[src/rtl/simple_reg_pkg.sv]
// Shared definitions for the simple_reg_arb register arbiter: FSM encodings,
// default sizes and the index-width helper.
package simple_reg_pkg;

    typedef enum logic [1:0] {
        ST_IDLE  = 2'd0,
        ST_WRITE = 2'd1,
        ST_HOLD  = 2'd2
    } state_t;

    localparam int DW_DEF   = 8;
    localparam int NREQ_DEF = 4;

    // Width of a requester index; never below one bit.
    function automatic int idx_width(input int n);
        return (n <= 2) ? 1 : $clog2(n);
    endfunction

endpackage

[src/rtl/simple_reg_rr_pick.sv]
// Combinational round-robin picker: returns the first set request bit found
// searching ptr, ptr+1, ... modulo NREQ.
module simple_reg_rr_pick
    import simple_reg_pkg::*;
#(
    parameter int NREQ = NREQ_DEF,
    localparam int IW  = idx_width(NREQ)
) (
    input  logic [NREQ-1:0] req,
    input  logic [IW-1:0]   ptr,
    output logic            any,
    output logic [IW-1:0]   idx
);

    logic [IW:0]     sum  [NREQ];
    logic [IW-1:0]   pos  [NREQ];
    logic [NREQ-1:0] hit;

    // pos[gi] is the requester examined at search offset gi
    for (genvar gi = 0; gi < NREQ; gi++) begin : g_rot
        assign sum[gi] = {1'b0, ptr} + (IW+1)'(gi);
        assign pos[gi] = IW'((sum[gi] >= (IW+1)'(NREQ)) ? sum[gi] - (IW+1)'(NREQ) : sum[gi]);
        assign hit[gi] = req[pos[gi]];
    end

    always_comb begin
        any = 1'b0;
        idx = '0;
        for (int k = NREQ - 1; k >= 0; k--) begin
            if (hit[k]) begin
                any = 1'b1;
                idx = pos[k];
            end
        end
    end

endmodule

[src/rtl/simple_reg_arb.sv]
// Round-robin arbiter sharing one DW-bit register between NREQ valid/ready
// requesters. Optional grant locking is enabled by SIMPLE_REG_ARB_LOCK_EN.
module simple_reg_arb
    import simple_reg_pkg::*;
#(
    parameter int DW       = DW_DEF,
    parameter int NREQ     = NREQ_DEF,
    parameter int HOLD_CYC = 0
) (
    input  logic                     clk,
    input  logic                     reset,
    input  logic [NREQ-1:0]          req_valid,
    input  logic [NREQ*DW-1:0]       req_data,
    input  logic [NREQ-1:0]          req_lock,
    output logic [NREQ-1:0]          req_ready,
    output logic [DW-1:0]            d_out,
    output logic [$clog2(NREQ)-1:0]  owner,
    output logic                     upd,
    output logic                     busy
);

    localparam int            IW        = idx_width(NREQ);
    localparam logic [IW-1:0] LAST_IDX  = IW'(NREQ - 1);
    localparam logic [3:0]    HOLD_INIT = (HOLD_CYC > 0) ? 4'(HOLD_CYC - 1) : 4'd0;

    state_t          state_reg, state_next;
    logic [IW-1:0]   gnt_reg;
    logic [IW-1:0]   rr_ptr_reg;
    logic [3:0]      hold_cnt_reg;
    logic [DW-1:0]   d_out_reg;
    logic [IW-1:0]   owner_reg;
    logic            upd_reg;

    logic            pick_any;
    logic [IW-1:0]   pick_idx;
    logic            lock_hit;
    logic            xfer;
    logic [IW-1:0]   gnt_inc;
    logic [DW-1:0]   data_arr [NREQ];

    for (genvar gi = 0; gi < NREQ; gi++) begin : g_data
        assign data_arr[gi] = req_data[gi*DW +: DW];
    end

`ifdef SIMPLE_REG_ARB_LOCK_EN
    assign lock_hit = req_lock[gnt_reg];
`else
    logic unused_lock;
    assign unused_lock = ^req_lock;
    assign lock_hit    = 1'b0;
`endif

    simple_reg_rr_pick #(.NREQ(NREQ)) u_pick (
        .req (req_valid),
        .ptr (rr_ptr_reg),
        .any (pick_any),
        .idx (pick_idx)
    );

    // ready is driven from the state alone, so valid is the only handshake term
    assign xfer    = (state_reg == ST_WRITE) && req_valid[gnt_reg];
    assign gnt_inc = (gnt_reg == LAST_IDX) ? '0 : gnt_reg + 1'b1;

    always_ff @(posedge clk) begin
        if (reset) begin
            state_reg <= ST_IDLE;
        end else begin
            state_reg <= state_next;
        end
    end

    always_comb begin
        state_next = state_reg;
        case (state_reg)
            ST_IDLE: begin
                if (pick_any) state_next = ST_WRITE;
            end
            ST_WRITE: begin
                if (!req_valid[gnt_reg]) state_next = ST_IDLE;
                else if (lock_hit)       state_next = ST_WRITE;
                else if (HOLD_CYC > 0)   state_next = ST_HOLD;
                else                     state_next = ST_IDLE;
            end
            ST_HOLD: begin
                if (hold_cnt_reg == 4'd0) state_next = ST_IDLE;
            end
            default: state_next = ST_IDLE;
        endcase
    end

    always_comb begin
        req_ready = '0;
        if (state_reg == ST_WRITE) req_ready[gnt_reg] = 1'b1;
        busy = (state_reg != ST_IDLE);
    end

    always_ff @(posedge clk) begin
        if (reset) begin
            gnt_reg      <= '0;
            rr_ptr_reg   <= '0;
            hold_cnt_reg <= '0;
            d_out_reg    <= '0;
            owner_reg    <= '0;
            upd_reg      <= 1'b0;
        end else begin
            upd_reg <= 1'b0;
            if (state_reg == ST_IDLE && pick_any) begin
                gnt_reg <= pick_idx;
            end
            if (xfer) begin
                d_out_reg <= data_arr[gnt_reg];
                owner_reg <= gnt_reg;
                upd_reg   <= 1'b1;
                // a locked grant keeps its priority position
                if (!lock_hit) begin
                    rr_ptr_reg   <= gnt_inc;
                    hold_cnt_reg <= HOLD_INIT;
                end
            end
            if (state_reg == ST_HOLD && hold_cnt_reg != 4'd0) begin
                hold_cnt_reg <= hold_cnt_reg - 4'd1;
            end
        end
    end

    assign d_out = d_out_reg;
    assign owner = owner_reg;
    assign upd   = upd_reg;

endmodule

[config.mk]
export PLATFORM = sky130hd
export DESIGN_NAME = simple_reg_arb
export DESIGN_NICKNAME = d
export VERILOG_FILES = /design/src/rtl/simple_reg_pkg.sv /design/src/rtl/simple_reg_rr_pick.sv /design/src/rtl/simple_reg_arb.sv
export SDC_FILE = /design/constraint.sdc
export NUM_CORES = 1
export LEC_CHECK = 0
export CAP_MARGIN = 40
export CORE_MARGIN = 4
export CORE_UTILIZATION = 37
export DETAILED_ROUTE_END_ITERATION = 16
export PLACE_DENSITY = 0.77
export SLEW_MARGIN = 20
export SYNTH_ARGS = -nofsm -noshare
export SYNTH_HDL_FRONTEND = slang
export SYNTH_HIERARCHICAL = 1
export SYNTH_SLANG_ARGS = --single-unit
[constraint.sdc]
create_clock -name clk -period 1.65 [get_ports clk]
set_input_delay 0.33 -clock clk [delete_from_list [all_inputs] [get_ports clk]]
set_output_delay 0.33 -clock clk [all_outputs]
set_load 0.1 [all_outputs]
==> out/metrics.cfg, run 1 <==
[timing]
period_minus_slack_ps=1600
finalCritPeriodShare_pct=97.1
max_freq_mhz=624
finClkSkew_ps=4.93
finalSetupViolCount=0
layout_setup_ws_ps=47.2
maxSlewHeadroom_pct=75.0
final_max_slew_viol_count=0
finalHoldViolCount=0
fin_hold_ws_ps=556
rsz0062_at_grt=no
worstMarginPinSlew_ps=365

[worst_hold_path]
holdPathEnd=d_out[2]
hp-class=reg2reg
holdPathStages=2
min_from=d_out[2]

[yosys]
synth.distinct_cells=22
syn-num-nets=137
yosysWarnings=6
avgSynthCellArea_um2=10.9
netlist_instances=91
synth_seq_cells=16
synth_area_um2=990
ys_seq_area_share_pct=32.4

[grt]
overflow=0
grt_pass1_vias=976
grt_pass1_wl_um=4420
antenna_found_initial=0
grt_max_degree=17
grt_usage_pct=16.8

[drt]
wl_um=2960
drt_pass1_iterations=4
wire_per_inst_um=15.9
viasPerCell=5.01
first_iter_violations=34
vias=932
ant_nets=0
drc=0

[run_status]
status=finished clean

[cells_and_area]
final_nets=203
syn_to_final_growth_pct=83.8
antenna_cells=0
layout_common_cells=clkdlybuf4s50_1 (37), nor2_1 (21), buf_12 (17), mux2i_1 (14), dfxtp_1 (13)
fin_area_um2=1820
fin_util_pct=72.1
largest_register_ffs=8
drive_above_1_share_pct=32.7
final_common_cell=clkdlybuf4s50_1

[floorplanning]
die_w_um=59.7
ioPinCount=58
dieArea_um2=3570
num_rows=18
coreArea_um2=2520
initial_core_util_pct=39.2
die_y_um=59.7

[pwr]
p_clk_share_pct=21.5
ir_drop_mv=0.609
p_comb_share_pct=43.3
leakagePower_nw=0.697
p_switching_w=0.000439
power.share.sequential_pct=35.2
p_per_area_nw_per_um2=689
p_int_w=0.000816
p_sw_share_pct=35.0

[worst_setup_path]
rr_endpoint=owner[0]
reg2reg_depth=6
required_ps=1320
reg2reg_from=gnt_reg[1]
crit_type=reg2out
end_kind=primary output
start_kind=register
rrSetupSlack_ps=170
cp_data_arrival_time_ps=1270
worst-path-max-fanout=5

[cts]
cts_tree=built
clock_latency_ps=290
clockBufferDepth=2
cts_buffers=3
clk_pin_slew_worst_paths_ps=100
cts_root_buf=clkbuf_4
cts.sinks=16
htreeDepth=1

[placement]
port_buffers=53
postPlaceCellArea_um2=1760
dp_hpwl_um=2370
gp_congestion=0.773
dp_slack_ps=-144

[job]
cap_viol_max_count=0

## routing by layer
| metal | up-vias | global-route usage (%) | share of wire, % |
|---|---|---|---|
| met3 | 4 | 2.59 | 4.6 |
| met1 | 441 | 18.9 | 38 |
| met4 | 0 | 6.96 | 1.7 |
| met2 | 36 | 30.9 | 56 |
| li1 | 451 | - | - |
| met5 | - | 0 | 0 |
## how the worst max path moves through the flow
stage	startpoint	end	depth (start not counted)
global route	gnt_reg[0]	req_ready[2]	4
floorplan	gnt_reg[0]	req_ready[0]	4
global placement	req_valid[3]	d_out[6]	6
detailed placement	req_valid[3]	owner[0]	6
CTS	gnt_reg[0]	req_ready[0]	4
finish	gnt_reg[1]	req_ready[1]	4
## worst max-delay path, stage by stage, from the launching register on
cell and delay [ps]:
dfxtp_4 390, inv_2 60, ha_1 160, and2_2 200, buf_12 170
## final cells by class
class,instances,area [um2]
Clock buffer,4,36.3
Timing Repair Buffer,65,793
Fill cell,188,703
Sequential cell,16,332
Inverter,2,7.51
Multi-Input combinational cell,69,613
Tap cell,30,37.5
## synthesized netlist by cell type, drive strengths merged
cell	number	share of area, %
nand2b	2	1.3
buf	2	3.2
inv	2	0.76
and2	4	2.5
o21ai	1	0.51
mux4	8	19
clkbuf	2	2.8
a211oi	2	2.0
o22ai	1	2.0
mux2i	14	14
or2b	1	0.76
nor2	21	8.0
ha	4	5.1
o21a	1	0.76
a21oi	3	1.5
nor2b	3	1.9
dfxtp	16	32
nand2	3	1.1
nor3b	1	0.76
## cell families (layout without fill, tap and decap cells)
group                      after synthesis  in the layout  synth area share (%)
AOI/OAI and AO/OA                        8              8                  6.83
and+or+nand+nor                         35             35                  16.3
DFF                                     16             16                  32.4
adders and majority gates                4              4                  5.06
muxes                                   22             22                  32.7
buffers and inverters                    6             71                  6.70
## per-stage QoR
stage	TNS (ps)	instances	power (W)
6_report	0	186	0.00125
4_1_cts	0	186	0.00126
3_5_place_dp	-1480	181	0.000985
5_1_grt	0	186	0.00131
2_1_floorplan	0	91	0.000750
3_3_place_gp	-800	181	0.000974
## timing repair
action	CTS	global route
hold buffers	0	0
buffers inserted	1	0
setup endpoints to repair	4	2
gates resized for setup	6	3
## power groups by stage
| stage | sequential (W) | clock (W) | combinational (W) |
|---|---|---|---|
| 6_report | 0.000441 | 0.000270 | 0.000543 |
| 5_1_grt | 0.000445 | 0.000292 | 0.000568 |
| 4_1_cts | 0.000441 | 0.000275 | 0.000541 |
| 3_5_place_dp | 0.000450 | 0 | 0.000535 |
| 3_3_place_gp | 0.000448 | 0 | 0.000525 |
| 2_1_floorplan | 0.000561 | 0 | 0.000188 |
(Power assumes the default switching activity.)
==> run 2, diff against run 1 <==
- CORE_MARGIN: 4 -> 5
==> out/metrics.cfg, run 2 (same netlist as run 1, synthesis figures left out) <==
[cts]
clk_pin_slew_worst_paths_ps=90  ; about the same
cts_tree=built
clockBufferDepth=2  ; unchanged
htreeDepth=1  ; unchanged
clock_latency_ps=280  ; about the same
cts_root_buf=clkbuf_4
holdBufCountCts=0  ; unchanged
cts.sinks=16  ; unchanged
cts_buffers=3  ; unchanged

[drt]
ant_nets=0  ; unchanged
wl_um=2960  ; -0.13%
vias=982  ; +5.4%
drt_pass1_iterations=4  ; unchanged
first_iter_violations=13  ; -62%
drc=0  ; unchanged
wire_per_inst_um=15.5  ; -2.7%
viasPerCell=5.14  ; +2.6%

[run_status]
status=finished clean

[grt]
grt_pass1_wl_um=4430  ; +0.29%
overflow=0  ; unchanged
antenna_found_initial=0  ; unchanged
grt_max_degree=17  ; unchanged
grt_pass1_vias=995  ; +1.9%
grt_usage_pct=15.9  ; -0.85 points

[cells_and_area]
layout_common_cells=clkdlybuf4s50_1 (37), nor2_1 (21), buf_12 (17), buf_4 (15), dfxtp_1 (13)
multi_input_area_um2=634  ; +3.5%
largest_register_ffs=8  ; unchanged
antenna_cells=0  ; unchanged
num-fill-cells=187  ; -0.53%
final_common_cell=clkdlybuf4s50_1
final_nets=208  ; +2.5%
regArea_um2=332  ; unchanged
instances_no_fill=191  ; +2.7%
drive_above_1_share_pct=36.0  ; +3.3 points
syn_to_final_growth_pct=90.1

[floorplanning]
num_rows=18  ; unchanged
die_y_um=61.7  ; +3.3%
initial_core_util_pct=39.2  ; unchanged
coreArea_um2=2520  ; unchanged
dieArea_um2=3810  ; +6.8%
die_w_um=61.7  ; +3.3%
ioPinCount=58  ; unchanged

[pwr]
power_w=0.00126  ; +0.38%
ir_drop_mv=0.986  ; +62%
leakagePower_nw=0.724  ; +3.9%
p_per_area_nw_per_um2=669  ; -3.0%

[timing]
worstMarginPinSlew_ps=312  ; -52.6 ps
max_freq_mhz=623  ; about the same
finalSetupViolCount=0  ; unchanged
finalCritPeriodShare_pct=97.2  ; about the same
period_minus_slack_ps=1600  ; +1.14 ps
final_max_slew_viol_count=0  ; unchanged
finClkSkew_ps=2.54  ; -2.39 ps
maxSlewHeadroom_pct=79.1  ; +4.2 points
rsz0062_at_grt=yes
finalHoldViolCount=0  ; unchanged

[worst_setup_path]
cp_slowest_stage_delay_ps=370  ; -20 ps
crit_chain=buf_4 -> ha_4 -> and2_4 -> buf_12
start_kind=register
crit_type=reg2out
end_kind=primary output
slowest_stage=dfxtp_4
required_ps=1320  ; about the same
worst-path-max-fanout=5  ; unchanged
cp_data_arrival_time_ps=1270  ; about the same

[job]
cap_viol_max_count=0  ; unchanged

[placement]
port_buffers=53  ; unchanged
dp_hpwl_um=2440  ; +2.9%
gp_congestion=0.865  ; +12%
dpl.cell_count=183  ; +1.1%

[worst_hold_path]
hp-class=reg2reg

-- run 2: cell count changes in the layout (fill, tap and decap cells not counted), sizes merged --
cell,delta
buf,+5
-- run 2: worst max-delay path: cells and delay by family (launching register included) --
family	cells	cell delay [ps]
adder cells (fa/ha/maj)	1	150
flip-flops	1	370
buffers and inverters	2	310
AND/OR/NAND/NOR	1	160
-- run 2: power breakdown --
group | switching, W | total, W | internal [W] | leakage, nW
sequential | 0.0000298 | 0.000439 | 0.000410 | 0.132
clock | 0.000123 | 0.000257 | 0.000134 | 0.0210
combinational | 0.000278 | 0.000562 | 0.000285 | 0.571
total | 0.000430 | 0.00126 | 0.000829 | 0.724
-- run 2: what timing repair did --
item                                    CTS  global route
setup buffers                             5             0
endpoints found under the setup margin    4             9
pin swaps                                 0             2
resized for setup                         8             6
-- run 2: layer usage --
metal / part of all wire (%) / GRT usage (%) / vias to the layer above
met5: 0 / 0 / -
met4: 1.6 / 3.03 / 0
met3: 5.5 / 5.58 / 12
met2: 58 / 30.2 / 41
met1: 35 / 17.0 / 467
li1: - / - / 462
-- run 2: stage by stage --
step                setup TNS (ps)  setup WS, ps  utilization, %  hold WS (ps)  instance area, um2
floorplan                        0          73.5               -           392                 998
global placement              -383         -56.1            70.5           538                1780
detailed placement            -842          -129            70.5           542                1780
CTS                              0          19.7            74.0           559                1870
global route                 -39.8         -11.7            74.6           584                1880
finish                           0          46.1            74.6           555                1880
-- run 2: worst paths after layout --
| check | end | slack (ps) | start | cells after the start |
|---|---|---|---|---|
| setup reg to reg | rr_ptr_reg[0] | 90 | gnt_reg[0] | 7 |
| setup / recovery | req_ready[3] | 50 | gnt_reg[0] | 4 |
| hold / removal | d_out[7] | 550 | d_out[7] | 2 |
| hold reg to reg | d_out[7] | 550 | d_out[7] | 2 |
-- run 2: final cells by class --
class | count | area share [%]
clock buffer | 4 | 1.93
multi-input combinational | 69 | 33.7
timing repair buffer | 70 | 44.3
inverter | 2 | 0.399
tap | 30 | 1.99
sequential | 16 | 17.6
